### src/rtl/pcm_mclk_sync_pkg.sv
`default_nettype none
// ============================================================================
//  Module      : pcm_mclk_sync_pkg
//  Description : Shared types, capture-edge codes and sizing helper for
//                pcm_mclk_sync_mc.
//  Revision    : 1.0 - initial release
// ============================================================================
package pcm_mclk_sync_pkg;

  typedef enum logic [1:0] {
    IDLE   = 2'd0,
    ACQ    = 2'd1,
    LOCKED = 2'd2
  } mon_state_t;

  localparam int CAP_RISE = 0;
  localparam int CAP_FALL = 1;

  // One spare bit so the counter can pass MCLK_PER_FS+TOL and still saturate.
  function automatic int frame_cnt_width(input int per, input int tol);
    return $clog2(per + tol + 1) + 1;
  endfunction

endpackage
`default_nettype wire

### src/rtl/pcm_mclk_sync_mc_sync_ff_chain.sv
`default_nettype none
// ============================================================================
//  Module      : sync_ff_chain
//  Description : Single-bit multi-flop synchroniser, synchronous active-low
//                reset.
//  Revision    : 1.0 - initial release
// ============================================================================
module sync_ff_chain #(
  parameter int STAGES = 2
) (
  input  logic clk_i,
  input  logic rst_ni,
  input  logic d_i,
  output logic q_o
);

  logic [STAGES-1:0] sync_q;

  always_ff @(posedge clk_i) begin
    if (!rst_ni) begin
      sync_q <= '0;
    end else begin
      sync_q <= {sync_q[STAGES-2:0], d_i};
    end
  end

  assign q_o = sync_q[STAGES-1];

endmodule
`default_nettype wire

### src/rtl/pcm_mclk_sync_mc.sv
`default_nettype none
// ============================================================================
//  Module      : pcm_mclk_sync_mc
//  Description : Resynchronises an async word clock and N-channel PCM bus into
//                the MCLK domain; optional frame-period monitor enabled by
//                macro PCM_MCLK_SYNC_MON_EN (lock, error pulse, mute).
//  Revision    : 1.0 - initial release
// ============================================================================
module pcm_mclk_sync_mc
  import pcm_mclk_sync_pkg::*;
#(
  parameter int DATA_WIDTH   = 32,
  parameter int CH_NUM       = 2,
  parameter int SYNC_STAGES  = 2,
  parameter int CAPTURE_EDGE = 0,
  parameter int MCLK_PER_FS  = 512,
  parameter int TOL          = 2,
  parameter int LOCK_FRAMES  = 4
) (
  input  logic                         MCLK_I,
  input  logic                         ARESETN_I,
  input  logic                         WCLK_I,
  input  logic [CH_NUM*DATA_WIDTH-1:0] PCM_I,
  output logic                         WCLK_O,
  output logic [CH_NUM*DATA_WIDTH-1:0] PCM_O,
  output logic                         VALID_O,
  output logic                         LOCK_O,
  output logic                         ERR_O
);

  localparam int PCM_W      = CH_NUM * DATA_WIDTH;
  localparam int ARM_CYCLES = SYNC_STAGES + 1;
  localparam int ARM_W      = $clog2(ARM_CYCLES + 1);

  logic             wclk_sync;
  logic             prev_q;
  logic [ARM_W-1:0] arm_q;
  logic             armed;
  logic             edge_raw;
  logic             cap_edge;
  logic             valid_q;
  logic [PCM_W-1:0] pcm_q;
  logic             lock_q;

  sync_ff_chain #(
    .STAGES (SYNC_STAGES)
  ) u_wclk_sync (
    .clk_i  (MCLK_I),
    .rst_ni (ARESETN_I),
    .d_i    (WCLK_I),
    .q_o    (wclk_sync)
  );

  // Arming hides the chain filling up after reset (e.g. WCLK_I already high).
  always_ff @(posedge MCLK_I) begin
    if (!ARESETN_I) begin
      prev_q  <= 1'b0;
      arm_q   <= '0;
      valid_q <= 1'b0;
    end else begin
      prev_q  <= wclk_sync;
      if (!armed) begin
        arm_q <= arm_q + 1'b1;
      end
      valid_q <= cap_edge;
    end
  end

  assign armed = (arm_q == ARM_W'(ARM_CYCLES));

  if (CAPTURE_EDGE == CAP_FALL) begin : g_cap_fall
    assign edge_raw = ~wclk_sync & prev_q;
  end else begin : g_cap_rise
    assign edge_raw = wclk_sync & ~prev_q;
  end

  assign cap_edge = armed & edge_raw;

`ifdef PCM_MCLK_SYNC_MON_EN
  localparam int                CNT_W     = frame_cnt_width(MCLK_PER_FS, TOL);
  localparam logic [CNT_W-1:0]  CNT_LO    = CNT_W'(MCLK_PER_FS - TOL);
  localparam logic [CNT_W-1:0]  CNT_HI    = CNT_W'(MCLK_PER_FS + TOL);
  localparam int                GOOD_W    = $clog2(LOCK_FRAMES + 1);
  localparam logic [GOOD_W-1:0] GOOD_LAST = GOOD_W'(LOCK_FRAMES - 1);

  mon_state_t        state_q;
  logic [CNT_W-1:0]  cnt_q;
  logic [GOOD_W-1:0] good_q;
  logic              err_q;
  logic              in_tol;
  logic              timeout;

  assign in_tol  = (cnt_q >= CNT_LO) && (cnt_q <= CNT_HI);
  assign timeout = (cnt_q > CNT_HI);

  // While unlocked pcm_q is held at zero, so capture only happens when locked
  // or on the edge that achieves lock.
  always_ff @(posedge MCLK_I) begin
    if (!ARESETN_I) begin
      state_q <= IDLE;
      cnt_q   <= '0;
      good_q  <= '0;
      err_q   <= 1'b0;
      lock_q  <= 1'b0;
      pcm_q   <= '0;
    end else begin
      err_q <= 1'b0;
      if (cap_edge) begin
        cnt_q <= CNT_W'(1);
      end else if (cnt_q != '1) begin
        cnt_q <= cnt_q + 1'b1;
      end
      if (cap_edge && lock_q) begin
        pcm_q <= PCM_I;
      end
      case (state_q)
        IDLE: begin
          if (cap_edge) begin
            state_q <= ACQ;
            good_q  <= '0;
          end
        end
        ACQ: begin
          if (cap_edge) begin
            if (!in_tol) begin
              good_q <= '0;
              err_q  <= 1'b1;
            end else if (good_q == GOOD_LAST) begin
              state_q <= LOCKED;
              lock_q  <= 1'b1;
              pcm_q   <= PCM_I;
            end else begin
              good_q <= good_q + 1'b1;
            end
          end else if (timeout) begin
            state_q <= IDLE;
            good_q  <= '0;
            err_q   <= 1'b1;
          end
        end
        LOCKED: begin
          // A late edge coinciding with timeout is judged as a bad edge.
          if ((cap_edge && !in_tol) || (!cap_edge && timeout)) begin
            state_q <= cap_edge ? ACQ : IDLE;
            good_q  <= '0;
            err_q   <= 1'b1;
            lock_q  <= 1'b0;
            pcm_q   <= '0;
          end
        end
        default: begin
          state_q <= IDLE;
          good_q  <= '0;
          lock_q  <= 1'b0;
          pcm_q   <= '0;
        end
      endcase
    end
  end

  assign ERR_O = err_q;
`else
  logic unused_mon_cfg;

  always_ff @(posedge MCLK_I) begin
    if (!ARESETN_I) begin
      pcm_q  <= '0;
      lock_q <= 1'b0;
    end else if (cap_edge) begin
      pcm_q  <= PCM_I;
      lock_q <= 1'b1;
    end
  end

  assign ERR_O          = 1'b0;
  assign unused_mon_cfg = ((MCLK_PER_FS + TOL + LOCK_FRAMES) != 0);
`endif

  assign WCLK_O  = prev_q;
  assign PCM_O   = pcm_q;
  assign VALID_O = valid_q;
  assign LOCK_O  = lock_q;

endmodule
`default_nettype wire

### config.mk
export PLATFORM = sky130hd
export DESIGN_NAME = pcm_mclk_sync_mc
export DESIGN_NICKNAME = d
export VERILOG_FILES = /design/src/rtl/pcm_mclk_sync_pkg.sv /design/src/rtl/pcm_mclk_sync_mc_sync_ff_chain.sv /design/src/rtl/pcm_mclk_sync_mc.sv
export SDC_FILE = /design/constraint.sdc
export NUM_CORES = 1
export LEC_CHECK = 0
export ABC_CLOCK_PERIOD_IN_PS = 2300
export CAP_MARGIN = 20
export CORE_MARGIN = 2
export CORE_UTILIZATION = 43
export CTS_CLUSTER_SIZE = 40
export DETAILED_ROUTE_END_ITERATION = 10
export PLACE_DENSITY_LB_ADDON = 0.2
export SYNTH_ARGS = -nofsm -noshare
export SYNTH_HDL_FRONTEND = slang
export SYNTH_SLANG_ARGS = --single-unit
### constraint.sdc
create_clock -name MCLK_I -period 2.3 [get_ports MCLK_I]
set_clock_uncertainty 0.05 [all_clocks]
set_input_delay 0.69 -clock MCLK_I [delete_from_list [all_inputs] [get_ports MCLK_I]]
set_output_delay 0.69 -clock MCLK_I [all_outputs]
set_load 0.01 [all_outputs]
==> out/results.txt <==
Outcome - complete, no violations
Site Rows - 29
Yosys warnings - 0
Kind of critical path - flop to primary output
Switch share - 20.6%
TritonRoute pass-1 iters - 4
Largest net degree at the start of global routing - 63
Synth unique cells - 15
Grt ovf - 0
Cell Area, Synth - 2790 sq um
Comb pwr share - 9.8%
Hold crit path type - flop to flop
Pre-CTS setup slack - 0.635 ns
CP Capture Type - primary output
CTS max path bufs - 2
Pwr dens - 601 nW/um^2
Sink Count - 71
Routability cong. - 0.760
Worst path max stage delay - 0.55 ns
Final setup viols - 0
DRT Wirelength - 6390 um
N_diodes - 0
Clk slew on worst S/H paths - 0.07 ns
Max-cap violations - 0
DRT antenna net count - 0
Post-DP HPWL - 4490 um
Synth Register Bits - 71
First-pass GRT wire length - 10500 um
Hold slack - 0.388 ns
Placed instance count - 489
Width of the chip - 84.6 um
Mapped Nets - 367
Post-CTS Resized - 0
CTS Hold Buffers Added - 0
CTS tree - built
Fin. Hold Viols - 0
Syn_area_per_cell - 9.34 sq um
Slowest cell on crit path - clkdlybuf4s50_1
Number of global-route vias before repair - 2330
Post-Layout Cell Count - 505
DR WL/cell - 12.7 um
Total CTS buffers - 9
NetSw - 0.000541 W
Initial antenna violation count - 0
Count of buffer and inverter cells on the critical path - 1
Post-CTS Setup Inserts - 0
Post-synth top area share - 50.9%
Total Routing Usage GR - 18.3%
Most area-consuming cells after synthesis - dfxtp_1 (51%), mux2i_1 (23%), nand2_1 (17%), buf_6 (2.0%), clkbuf_1 (1.5%)
RSZ-0062 raised after global routing - no
Cells after Synth - 299
Total power - 0.00262 W
Crit path max-delay family - buffers and inverters
Leading area contributor after synthesis - dfxtp_1
Max-slew violations - 0
Final Cycle Share - 85.7%
Post-route setup slack - 0.328 ns
CTS H-tree lvls - 3
Setup TNS - 0 ns
Initial core utilization - 44.2%
Crit path launch type - flop
Arr. time, crit path - 1.23 ns
# port buffers - 133
Sequential share of power - 48.1%
Tmin final - 1.97 ns
Core box area - 6310 sq um
Pint - 0.00208 W
Avg Vias per Cell - 4.66
Worst-path fanout max - 2
Boundary Pins - 135
Fmax - 507 MHz
Worst skew pair latency - 0.33 ns
Worst IR Drop VDD - 426 uV
Die area - 7150 sq um
P_leak - 1.56 nW
Syn-to-layout area delta - 56.3%
Critical-path cell list - clkdlybuf4s50_1
Ratio of cells with drive above 1 in the final layout - 4.67%
Vias - 2355
R2r setup slk - 0.67 ns
Iteration-0 DRC count of the detailed router - 82
Clk pwr share - 42.1%
Required time of the critical path - 1.56 ns
CTS root buf - clkbuf_8
DRC errors left - 0
Die H - 84.6 um
Sequential fraction of the synthesis area - 50.9%
Layout Nets - 491
## cell type report
cell class / instances / area (sq um)
multi-input combinational: 204 / 1210
tap: 77 / 96.3
timing repair buffer: 137 / 1410
clock inverter: 3 / 65.1
clock buffer: 13 / 159
fill: 515 / 1950
sequential: 71 / 1420
## path summary, 6_finish.rpt
path | cells after the start | from | end
max | 1 | PCM_O[1] | PCM_O[1]
max reg2reg | 4 | arm_q[0] | PCM_O[28]
min reg2reg | 1 | u_wclk_sync.sync_q[0] | u_wclk_sync.sync_q[1]
min | 1 | u_wclk_sync.sync_q[0] | u_wclk_sync.sync_q[1]
## cells in the final DEF, fill, tap and decap left out
cell	n
clkdlybuf4s50_1	132
nand2_1	128
dfxtp_1	71
mux2i_1	65
clkbuf_8	11
and2_1	5
buf_12	4
bufinv_16	2
clkbuf_1	2
and3b_4	1
xnor2_1	1
nor2b_1	1
o21a_1	1
ha_1	1
conb_1	1
clkinv_2	1
buf_4	1
## sequential cells by signal, indices dropped and copies added, names as in the netlist
register and count:
LOCK_O 1, PCM_O 64, VALID_O 1, WCLK_O 1, arm_q 2, u_wclk_sync.sync_q 2
## power groups by stage
stage,Sequential (W),Clock [W],Combinational (W)
finish,0.00126,0.00110,0.000258
global route,0.00126,0.00119,0.000282
CTS,0.00126,0.00114,0.000262
detailed placement,0.00129,0,0.000259
global placement,0.00129,0,0.000255
floorplan,0.00129,0,0.000104
## routing by layer
metal  wire length, um  up-vias  part of all wire, %  global-route usage [%]
li1                  -     1195                    -                       -
met1              2690     1054                   42                    21.6
met2              2920       93                   46                    29.1
met3               653       13                   10                    7.18
met4               127        0                  2.0                    8.51
met5                 0        -                    0                       0
## metrics by stage
step           area (sq um)  utilization (%)
2_1_floorplan          2790                -
3_3_place_gp           4140             65.6
3_5_place_dp           4140             65.6
4_1_cts                4360             69.1
5_1_grt                4360             69.1
6_report               4360             69.1
## cell families (layout without fill, tap and decap cells)
logic type / Yosys count / after routing / share of synthesized area [%]
xor+xnor: 1 / 1 / 0.314
flops: 71 / 71 / 50.9
other cells: 1 / 1 / 0.134
buf+inv: 24 / 153 / 5.74
compound gates: 1 / 1 / 0.269
simple gates: 135 / 135 / 18.9
mux: 65 / 65 / 23.3
fa+ha+maj: 1 / 1 / 0.448
## cells in the mapped netlist (all sizes together)
master	number
xnor2	1
dfxtp	71
buf	13
o21a	1
and3b	1
clkbuf	11
mux2i	65
and2	5
nand2	128
ha	1
nor2b	1
conb	1
(Power assumes the default switching activity.)
